<file path="config.mk">
export PLATFORM = sky130hd
export DESIGN_NAME = bc_int_ctrl_flat
export DESIGN_NICKNAME = d
export VERILOG_FILES = /design/src/rtl/bc_pkg.sv /design/src/rtl/bc_int_ctrl_if.sv /design/src/rtl/bc_int_ctrl.sv /design/src/flat_wrapper.sv
export SDC_FILE = /design/constraint.sdc
export NUM_CORES = 1
export LEC_CHECK = 0
export CAP_MARGIN = 20
export CORE_MARGIN = 8
export CORE_UTILIZATION = 34
export DETAILED_ROUTE_END_ITERATION = 7
export PLACE_DENSITY_LB_ADDON = 0.15
export SLEW_MARGIN = 20
export SYNTH_ARGS = -nofsm -noshare
export SYNTH_HDL_FRONTEND = slang
export SYNTH_SLANG_ARGS = --single-unit
</file>
<file path="constraint.sdc">
create_clock -name clk -period 1.1 [get_ports clk]
set_input_delay 0.165 -clock clk [delete_from_list [all_inputs] [get_ports clk]]
set_output_delay 0.165 -clock clk [all_outputs]
set_load 0.01 [all_outputs]
</file>
<file path="src/rtl/bc_pkg.sv">
// Shared constants for the Basic Computer interrupt and I/O controller:
// IR I/O bit positions, sequence-counter states and default widths.
package bc_pkg;

    localparam int IO_WIDTH_DEF = 8;
    localparam int T_WIDTH_DEF  = 4;

    // Positions of the I/O opcode bits within the full IR.
    localparam int IR_INP    = 11;
    localparam int IR_OUT    = 10;
    localparam int IR_SKI    = 9;
    localparam int IR_SKO    = 8;
    localparam int IR_ION    = 7;
    localparam int IR_IOF    = 6;
    localparam int IR_IO_LSB = 6;

    localparam int T0 = 0;
    localparam int T1 = 1;
    localparam int T2 = 2;
    localparam int T3 = 3;

    typedef struct packed {
        logic inp;
        logic out;
        logic ski;
        logic sko;
        logic ion;
        logic iof;
    } io_op_t;

    // Decode IR[11:6] into one-hot-ish op flags.
    // Several bits may be set together; each acts independently.
    function automatic io_op_t decode_io(input logic [5:0] ir,
                                         input logic       en);
        io_op_t op;
        op.inp = en & ir[IR_INP - IR_IO_LSB];
        op.out = en & ir[IR_OUT - IR_IO_LSB];
        op.ski = en & ir[IR_SKI - IR_IO_LSB];
        op.sko = en & ir[IR_SKO - IR_IO_LSB];
        op.ion = en & ir[IR_ION - IR_IO_LSB];
        op.iof = en & ir[IR_IOF - IR_IO_LSB];
        return op;
    endfunction

endpackage

</file>
<file path="src/rtl/bc_int_ctrl_if.sv">
// Character-device handshake bundle for bc_int_ctrl.
// master: device side (drives in_valid/in_data/out_ack).
// slave : controller side (drives in_ready/out_valid/out_data).
interface bc_int_ctrl_if
    import bc_pkg::*;
#(
    parameter int IO_WIDTH = IO_WIDTH_DEF
) ();

    logic                in_valid;
    logic [IO_WIDTH-1:0] in_data;
    logic                in_ready;
    logic                out_valid;
    logic [IO_WIDTH-1:0] out_data;
    logic                out_ack;

    modport master (
        output in_valid,
        output in_data,
        input  in_ready,
        input  out_valid,
        input  out_data,
        output out_ack
    );

    modport slave (
        input  in_valid,
        input  in_data,
        output in_ready,
        output out_valid,
        output out_data,
        input  out_ack
    );

endinterface

</file>
<file path="src/rtl/bc_int_ctrl.sv">
// Basic Computer interrupt / I/O controller: IEN, R, FGI, FGO, INPR, OUTR,
// the six I/O instructions and the RT0-RT2 interrupt-cycle strobes.
// Ports: clk, rst_n (sync, active low); t_state, io_exec, ir_io, ac_lo
// from CONTROLLER/DATA_PATH; io (device handshakes, slave modport);
// inpr, ac_ld_inpr, pc_skip, int_cycle, ien, fgi, fgo, int_* strobes.
module bc_int_ctrl
    import bc_pkg::*;
#(
    parameter int IO_WIDTH = IO_WIDTH_DEF,
    parameter int T_WIDTH  = T_WIDTH_DEF
) (
    input  logic                clk,
    input  logic                rst_n,
    input  logic [T_WIDTH-1:0]  t_state,
    input  logic                io_exec,
    input  logic [5:0]          ir_io,
    input  logic [IO_WIDTH-1:0] ac_lo,
    bc_int_ctrl_if.slave        io,
    output logic [IO_WIDTH-1:0] inpr,
    output logic                ac_ld_inpr,
    output logic                pc_skip,
    output logic                int_cycle,
    output logic                ien,
    output logic                fgi,
    output logic                fgo,
    output logic                int_ar_clr,
    output logic                int_tr_ld_pc,
    output logic                int_mem_wr_tr,
    output logic                int_pc_clr,
    output logic                int_pc_inc,
    output logic                int_sc_clr
);

    logic                r_q, r_d;
    logic                ien_q, ien_d;
    logic                fgi_q, fgi_d;
    logic                fgo_q, fgo_d;
    logic [IO_WIDTH-1:0] inpr_q, inpr_d;
    logic [IO_WIDTH-1:0] outr_q, outr_d;

    io_op_t op;
    logic   in_acc;
    logic   out_acc;
    logic   rt0, rt1, rt2;
    logic   int_req;

    assign op = decode_io(ir_io, io_exec);

    assign in_acc  = io.in_valid & ~fgi_q;
    assign out_acc = io.out_ack & ~fgo_q;

    assign rt0 = r_q & (t_state == T_WIDTH'(T0));
    assign rt1 = r_q & (t_state == T_WIDTH'(T1));
    assign rt2 = r_q & (t_state == T_WIDTH'(T2));

    // Request only outside T0-T2 so a pending fetch is never split;
    // uses the registered IEN, so an ION in the same cycle is too late.
    assign int_req = (t_state >= T_WIDTH'(T3)) & ien_q & (fgi_q | fgo_q);

    always_comb begin
        r_d    = r_q;
        ien_d  = ien_q;
        fgi_d  = fgi_q;
        fgo_d  = fgo_q;
        inpr_d = inpr_q;
        outr_d = outr_q;

        if (int_req) r_d = 1'b1;
        if (rt2)     r_d = 1'b0;

        // IOF after ION so both together leave IEN clear; RT2 overrides all.
        if (op.ion) ien_d = 1'b1;
        if (op.iof) ien_d = 1'b0;
        if (rt2)    ien_d = 1'b0;

        // Device set beats INP clear: fresh data must not be lost.
        if (op.inp) fgi_d = 1'b0;
        if (in_acc) begin
            fgi_d  = 1'b1;
            inpr_d = io.in_data;
        end

        // OUT clear beats device ack: the new character is still pending.
        if (out_acc) fgo_d = 1'b1;
        if (op.out) begin
            fgo_d  = 1'b0;
            outr_d = ac_lo;
        end
    end

    always_ff @(posedge clk) begin
        if (!rst_n) begin
            r_q    <= 1'b0;
            ien_q  <= 1'b0;
            fgi_q  <= 1'b0;
            fgo_q  <= 1'b1;
            inpr_q <= '0;
            outr_q <= '0;
        end else begin
            r_q    <= r_d;
            ien_q  <= ien_d;
            fgi_q  <= fgi_d;
            fgo_q  <= fgo_d;
            inpr_q <= inpr_d;
            outr_q <= outr_d;
        end
    end

    assign io.in_ready  = ~fgi_q;
    assign io.out_valid = ~fgo_q;
    assign io.out_data  = outr_q;

    assign inpr      = inpr_q;
    assign int_cycle = r_q;
    assign ien       = ien_q;
    assign fgi       = fgi_q;
    assign fgo       = fgo_q;

    // Strobes are muted during reset so no datapath write escapes.
    assign ac_ld_inpr    = rst_n & op.inp;
    assign pc_skip       = rst_n & ((op.ski & fgi_q) | (op.sko & fgo_q));
    assign int_ar_clr    = rst_n & rt0;
    assign int_tr_ld_pc  = rst_n & rt0;
    assign int_mem_wr_tr = rst_n & rt1;
    assign int_pc_clr    = rst_n & rt1;
    assign int_pc_inc    = rst_n & rt2;
    assign int_sc_clr    = rst_n & rt2;

endmodule

</file>
<file path="src/flat_wrapper.sv">
// flat-port wrapper written by rule: the top's interface ports become plain ports
module bc_int_ctrl_flat import bc_pkg::*;
#(
    parameter int IO_WIDTH = IO_WIDTH_DEF,
    parameter int T_WIDTH  = T_WIDTH_DEF
)
  (clk, rst_n, t_state, io_exec, ir_io, ac_lo, inpr, ac_ld_inpr, pc_skip, int_cycle, ien, fgi, fgo, int_ar_clr, int_tr_ld_pc, int_mem_wr_tr, int_pc_clr, int_pc_inc, int_sc_clr, io_in_valid, io_in_data, io_in_ready, io_out_valid, io_out_data, io_out_ack);
  bc_int_ctrl_if #(.IO_WIDTH(IO_WIDTH)) io_i ();
  input  logic clk;
  input  logic rst_n;
  input  logic [T_WIDTH-1:0] t_state;
  input  logic io_exec;
  input  logic [5:0] ir_io;
  input  logic [IO_WIDTH-1:0] ac_lo;
  output logic [IO_WIDTH-1:0] inpr;
  output logic ac_ld_inpr;
  output logic pc_skip;
  output logic int_cycle;
  output logic ien;
  output logic fgi;
  output logic fgo;
  output logic int_ar_clr;
  output logic int_tr_ld_pc;
  output logic int_mem_wr_tr;
  output logic int_pc_clr;
  output logic int_pc_inc;
  output logic int_sc_clr;
  input wire logic [$bits(io_i.in_valid)-1:0] io_in_valid;
  input wire logic [$bits(io_i.in_data)-1:0] io_in_data;
  output wire logic [$bits(io_i.in_ready)-1:0] io_in_ready;
  output wire logic [$bits(io_i.out_valid)-1:0] io_out_valid;
  output wire logic [$bits(io_i.out_data)-1:0] io_out_data;
  input wire logic [$bits(io_i.out_ack)-1:0] io_out_ack;
  assign io_i.in_valid = io_in_valid;
  assign io_i.in_data = io_in_data;
  assign io_in_ready = io_i.in_ready;
  assign io_out_valid = io_i.out_valid;
  assign io_out_data = io_i.out_data;
  assign io_i.out_ack = io_out_ack;
  bc_int_ctrl #(.IO_WIDTH(IO_WIDTH), .T_WIDTH(T_WIDTH)) u_core (.clk(clk), .rst_n(rst_n), .t_state(t_state), .io_exec(io_exec), .ir_io(ir_io), .ac_lo(ac_lo), .io(io_i), .inpr(inpr), .ac_ld_inpr(ac_ld_inpr), .pc_skip(pc_skip), .int_cycle(int_cycle), .ien(ien), .fgi(fgi), .fgo(fgo), .int_ar_clr(int_ar_clr), .int_tr_ld_pc(int_tr_ld_pc), .int_mem_wr_tr(int_mem_wr_tr), .int_pc_clr(int_pc_clr), .int_pc_inc(int_pc_inc), .int_sc_clr(int_sc_clr));
endmodule
</file>
==> flow_summary_export.csv <==
group,metric,value,unit
grt,grt_first_pass_wirelength,4.899,mm
grt,pin_count_of_the_biggest_net_entering_global_routing,11,
clock_network,cts.root.buffer_cell,"clkbuf_4",
synth,ys_seq_elements,20,
final_layout,insertedDiodeCount,0,
detailed_routing,routed_via_density,4.829,
critical_path,crit_type,"in -> out",
synth,yosys-top-cells-area,"dfxtp_1 45%, nand2_1 13%, a21boi_2 10%, a21boi_1 5.9%, nand3_1 5.1%",
timing,totalNegativeSetupSlack,-0.5761,ns
critical_path,reg2reg_to,"u_core.int_cycle$_SDFFE_PP0P_",
final_layout,n_fill_cell,224,
place,placement.io_buffers,60,
worst_hold_path,min_from,"ir_io[5]",
synth,yosys_warnings,0,
place,dp.final_hpwl,2.432,mm
grt,gr-total-overflow,0,
clock_network,cts_max_level,1,
die,initial_core_util,35.76,%
critical_path,worst-r2r-setup-slack,0.04,ns
pwr,leakagePower,0.7292,nW
pwr,vdd.ir_drop.worst,0.5956,mV
timing,finalHoldWorstSlack,0.1822,ns
timing,post-route-min-period,1.205,ns
critical_path,cp_max_fo,2,
final_layout,instances_no_fill,211,
timing,skew_final,0.002364,ns
synth,post-synth-top-area-cell,"dfxtp_1",
die,die_y,67.05,µm
synth,synthesis.area,885.9,µm²
final_layout,final_core_utilization,67.42,%
clock_network,clock_tree_from_tritoncts,"done",
worst_hold_path,hold_path.class,"in -> reg",
synth,postSynthCellCount,106,
clock_network,cts_hold_buffers,0,
final_layout,syn_to_final_growth,88.56,%
flow_run,drv.max_cap_violation_count,0,
pwr,design_power_total,0.001540,W
die,die-area,4495,µm²
timing,grt_setup_unrepaired,"true",
timing,relSlewSlack,78.24,%
timing,fmax,829.7,MHz
synth,post_synth_num_cell_types,24,
detailed_routing,routedWlPerCell,14.72,µm
final_layout,post_route_cells_drive_above_1_share,35.91,%
synth,synthesis.nets,137,
die,die_x,67.05,µm
die,io-pin-count,61,
detailed_routing,postRouteAntennaNets,0,
final_layout,most_common_cell_after_layout_fill_and_taps_aside,"nand2_1",
grt,grt_util_all_layers,13.91,%
detailed_routing,vias,1019,
detailed_routing,detail_route.first_pass.iterations,4,
clock_network,worstSkewPairLatency,0.28,ns
critical_path,crit_required,0.94,ns
grt,antenna_found_initial,0,
final_layout,most-common-layout-cells,"30 x nand2_1, 23 x clkdlybuf4s50_1, 18 x buf_4",
clock_network,clk_pin_slew,0.11,ns
place,gp_congestion,0.7900,
timing,fin_crit_sh,109.6,%
timing,setup_violations,7,
critical_path,r2r_cells,5,
detailed_routing,drt_iter0_markers,21,
pwr,pwr_density_cell,922.2,nW/µm²
timing,finalMaxSlewViolations,0,
die,core,2477,µm²
synth,synth_area_per_cell,8.357,µm²
detailed_routing,drcViolationCount,0,
outcome,run_status,"finished, violations left",
final_layout,final_nets,214,
detailed_routing,drt-total-wl,3.105,mm
timing,final_hold_viol_count,0,
critical_path,setup_crit_end_kind,"primary output",
worst_hold_path,timing.hold.worst_endpoint,"u_core.fgi$_SDFFE_PN0P_",
place,placed_cells_incl_taps,202,
critical_path,startpoint_type,"primary input",
die,rows,18,
timing,final.setup.worst_slack,-0.1053,ns
clock_network,tritoncts_num_sinks,20,
worst_hold_path,hold-path-cell-count,3,
synth,ys_seq_area_share,45.20,%
synth,yosysTopAreaCellShare,45.20,%
grt,first_global_vias,1048,
timing,worstMarginPinSlew,0.3264,ns
critical_path,critPathArrivalTime,1.04,ns
clock_network,tritoncts.num_buffers,3,
outcome,violations,"setup timing",
clock_network,clockBufferDepth,2,
critical_path,critical_register_to_register_path_startpoint,"u_core.fgi$_SDFFE_PN0P_",
## kinds of logic after synthesis
| group | count (synthesis) | synth area share [%] |
|---|---|---|
| AND/OR/NAND/NOR | 50 | 23.87 |
| AO/OA/AOI/OAI | 24 | 22.88 |
| flip-flops | 20 | 45.20 |
| buffers and inverters | 12 | 8.050 |
## flip-flops by register name, summed over array words and instances, names as in the netlist
name,cells
u_core.io.out_data,8
u_core.ien,1
u_core.fgi,1
u_core.fgo,1
u_core.inpr,8
u_core.int_cycle,1
## metrics by stage
| step | setup slack (ns) | cell area, µm² |
|---|---|---|
| 2_1_floorplan | 0.04665 | 885.9 |
| 3_3_place_gp | -0.6852 | 1577 |
| 3_5_place_dp | -0.8460 | 1577 |
| 4_1_cts | -0.1397 | 1565 |
| 5_1_grt | -0.1572 | 1670 |
| 6_report | -0.1053 | 1670 |
## Yosys cell counts
library cell and n:
a21boi_0 1, clkbuf_1 1, nand2b_1 1, a22oi_1 1, a31oi_1 1, nand2_2 1
buf_2 2, a21oi_1 1, buf_4 4, inv_1 3, a21boi_2 8, o211a_1 1
a311oi_1 1, nor2_1 5, and3_1 1, buf_6 1, a21boi_1 7, nor2b_1 1
nand3_1 9, clkbuf_2 1, dfxtp_1 20, nand2_1 30, o21ai_0 3, nor3_1 2
## how the worst max path moves through the flow
stage                                       start      endpoint  slack (ns)
CTS                 u_core.int_cycle$_SDFFE_PP0P_  int_tr_ld_pc       -0.14
global placement                       t_state[0]    int_pc_inc       -0.69
floorplan           u_core.int_cycle$_SDFFE_PP0P_  int_tr_ld_pc        0.05
global route                           t_state[0]    int_sc_clr       -0.16
finish                                 t_state[3]  int_tr_ld_pc       -0.11
detailed placement                     t_state[1]  int_tr_ld_pc       -0.85
## layout make-up
class | count | area, µm² | area share, %
inverter | 3 | 11.26 | 0.6742
multi-input combinational | 74 | 471.7 | 28.24
timing repair buffer | 81 | 719.4 | 43.07
clock buffer | 3 | 22.52 | 1.348
sequential | 20 | 407.9 | 24.42
tap | 30 | 37.54 | 2.247
## metal layers
metal  wire, µm  up-vias  GRT usage (%)  part of all wire (%)
met5          0        -              0                     0
met4         46        0          3.655                   1.5
met3        267        4          4.362                   8.6
met2       1761       32          27.48                    57
met1       1030      484          13.31                    33
li1           -      499              -                     -
## power by group
group          total [W]  internal [W]  switching (W)
Clock           0.000336      0.000127       0.000209
Combinational   0.000417      0.000245       0.000172
Sequential      0.000787      0.000764      0.0000232
Total            0.00154       0.00114       0.000405
## worst max-delay path: stages
cell and delay (ns):
dlygate4sd2_1 0.28, nor3_4 0.20, nand3_4 0.12, nor2_4 0.12, buf_2 0.15
## timing repair
| item | CTS | global route |
|---|---|---|
| gates resized for setup | 87 | 42 |
| setup buffers | 4 | 2 |
| pin swaps | 7 | 8 |
| setup endpoints to repair | 39 | 35 |
No activity file was read; power rests on OpenSTA's default activity.
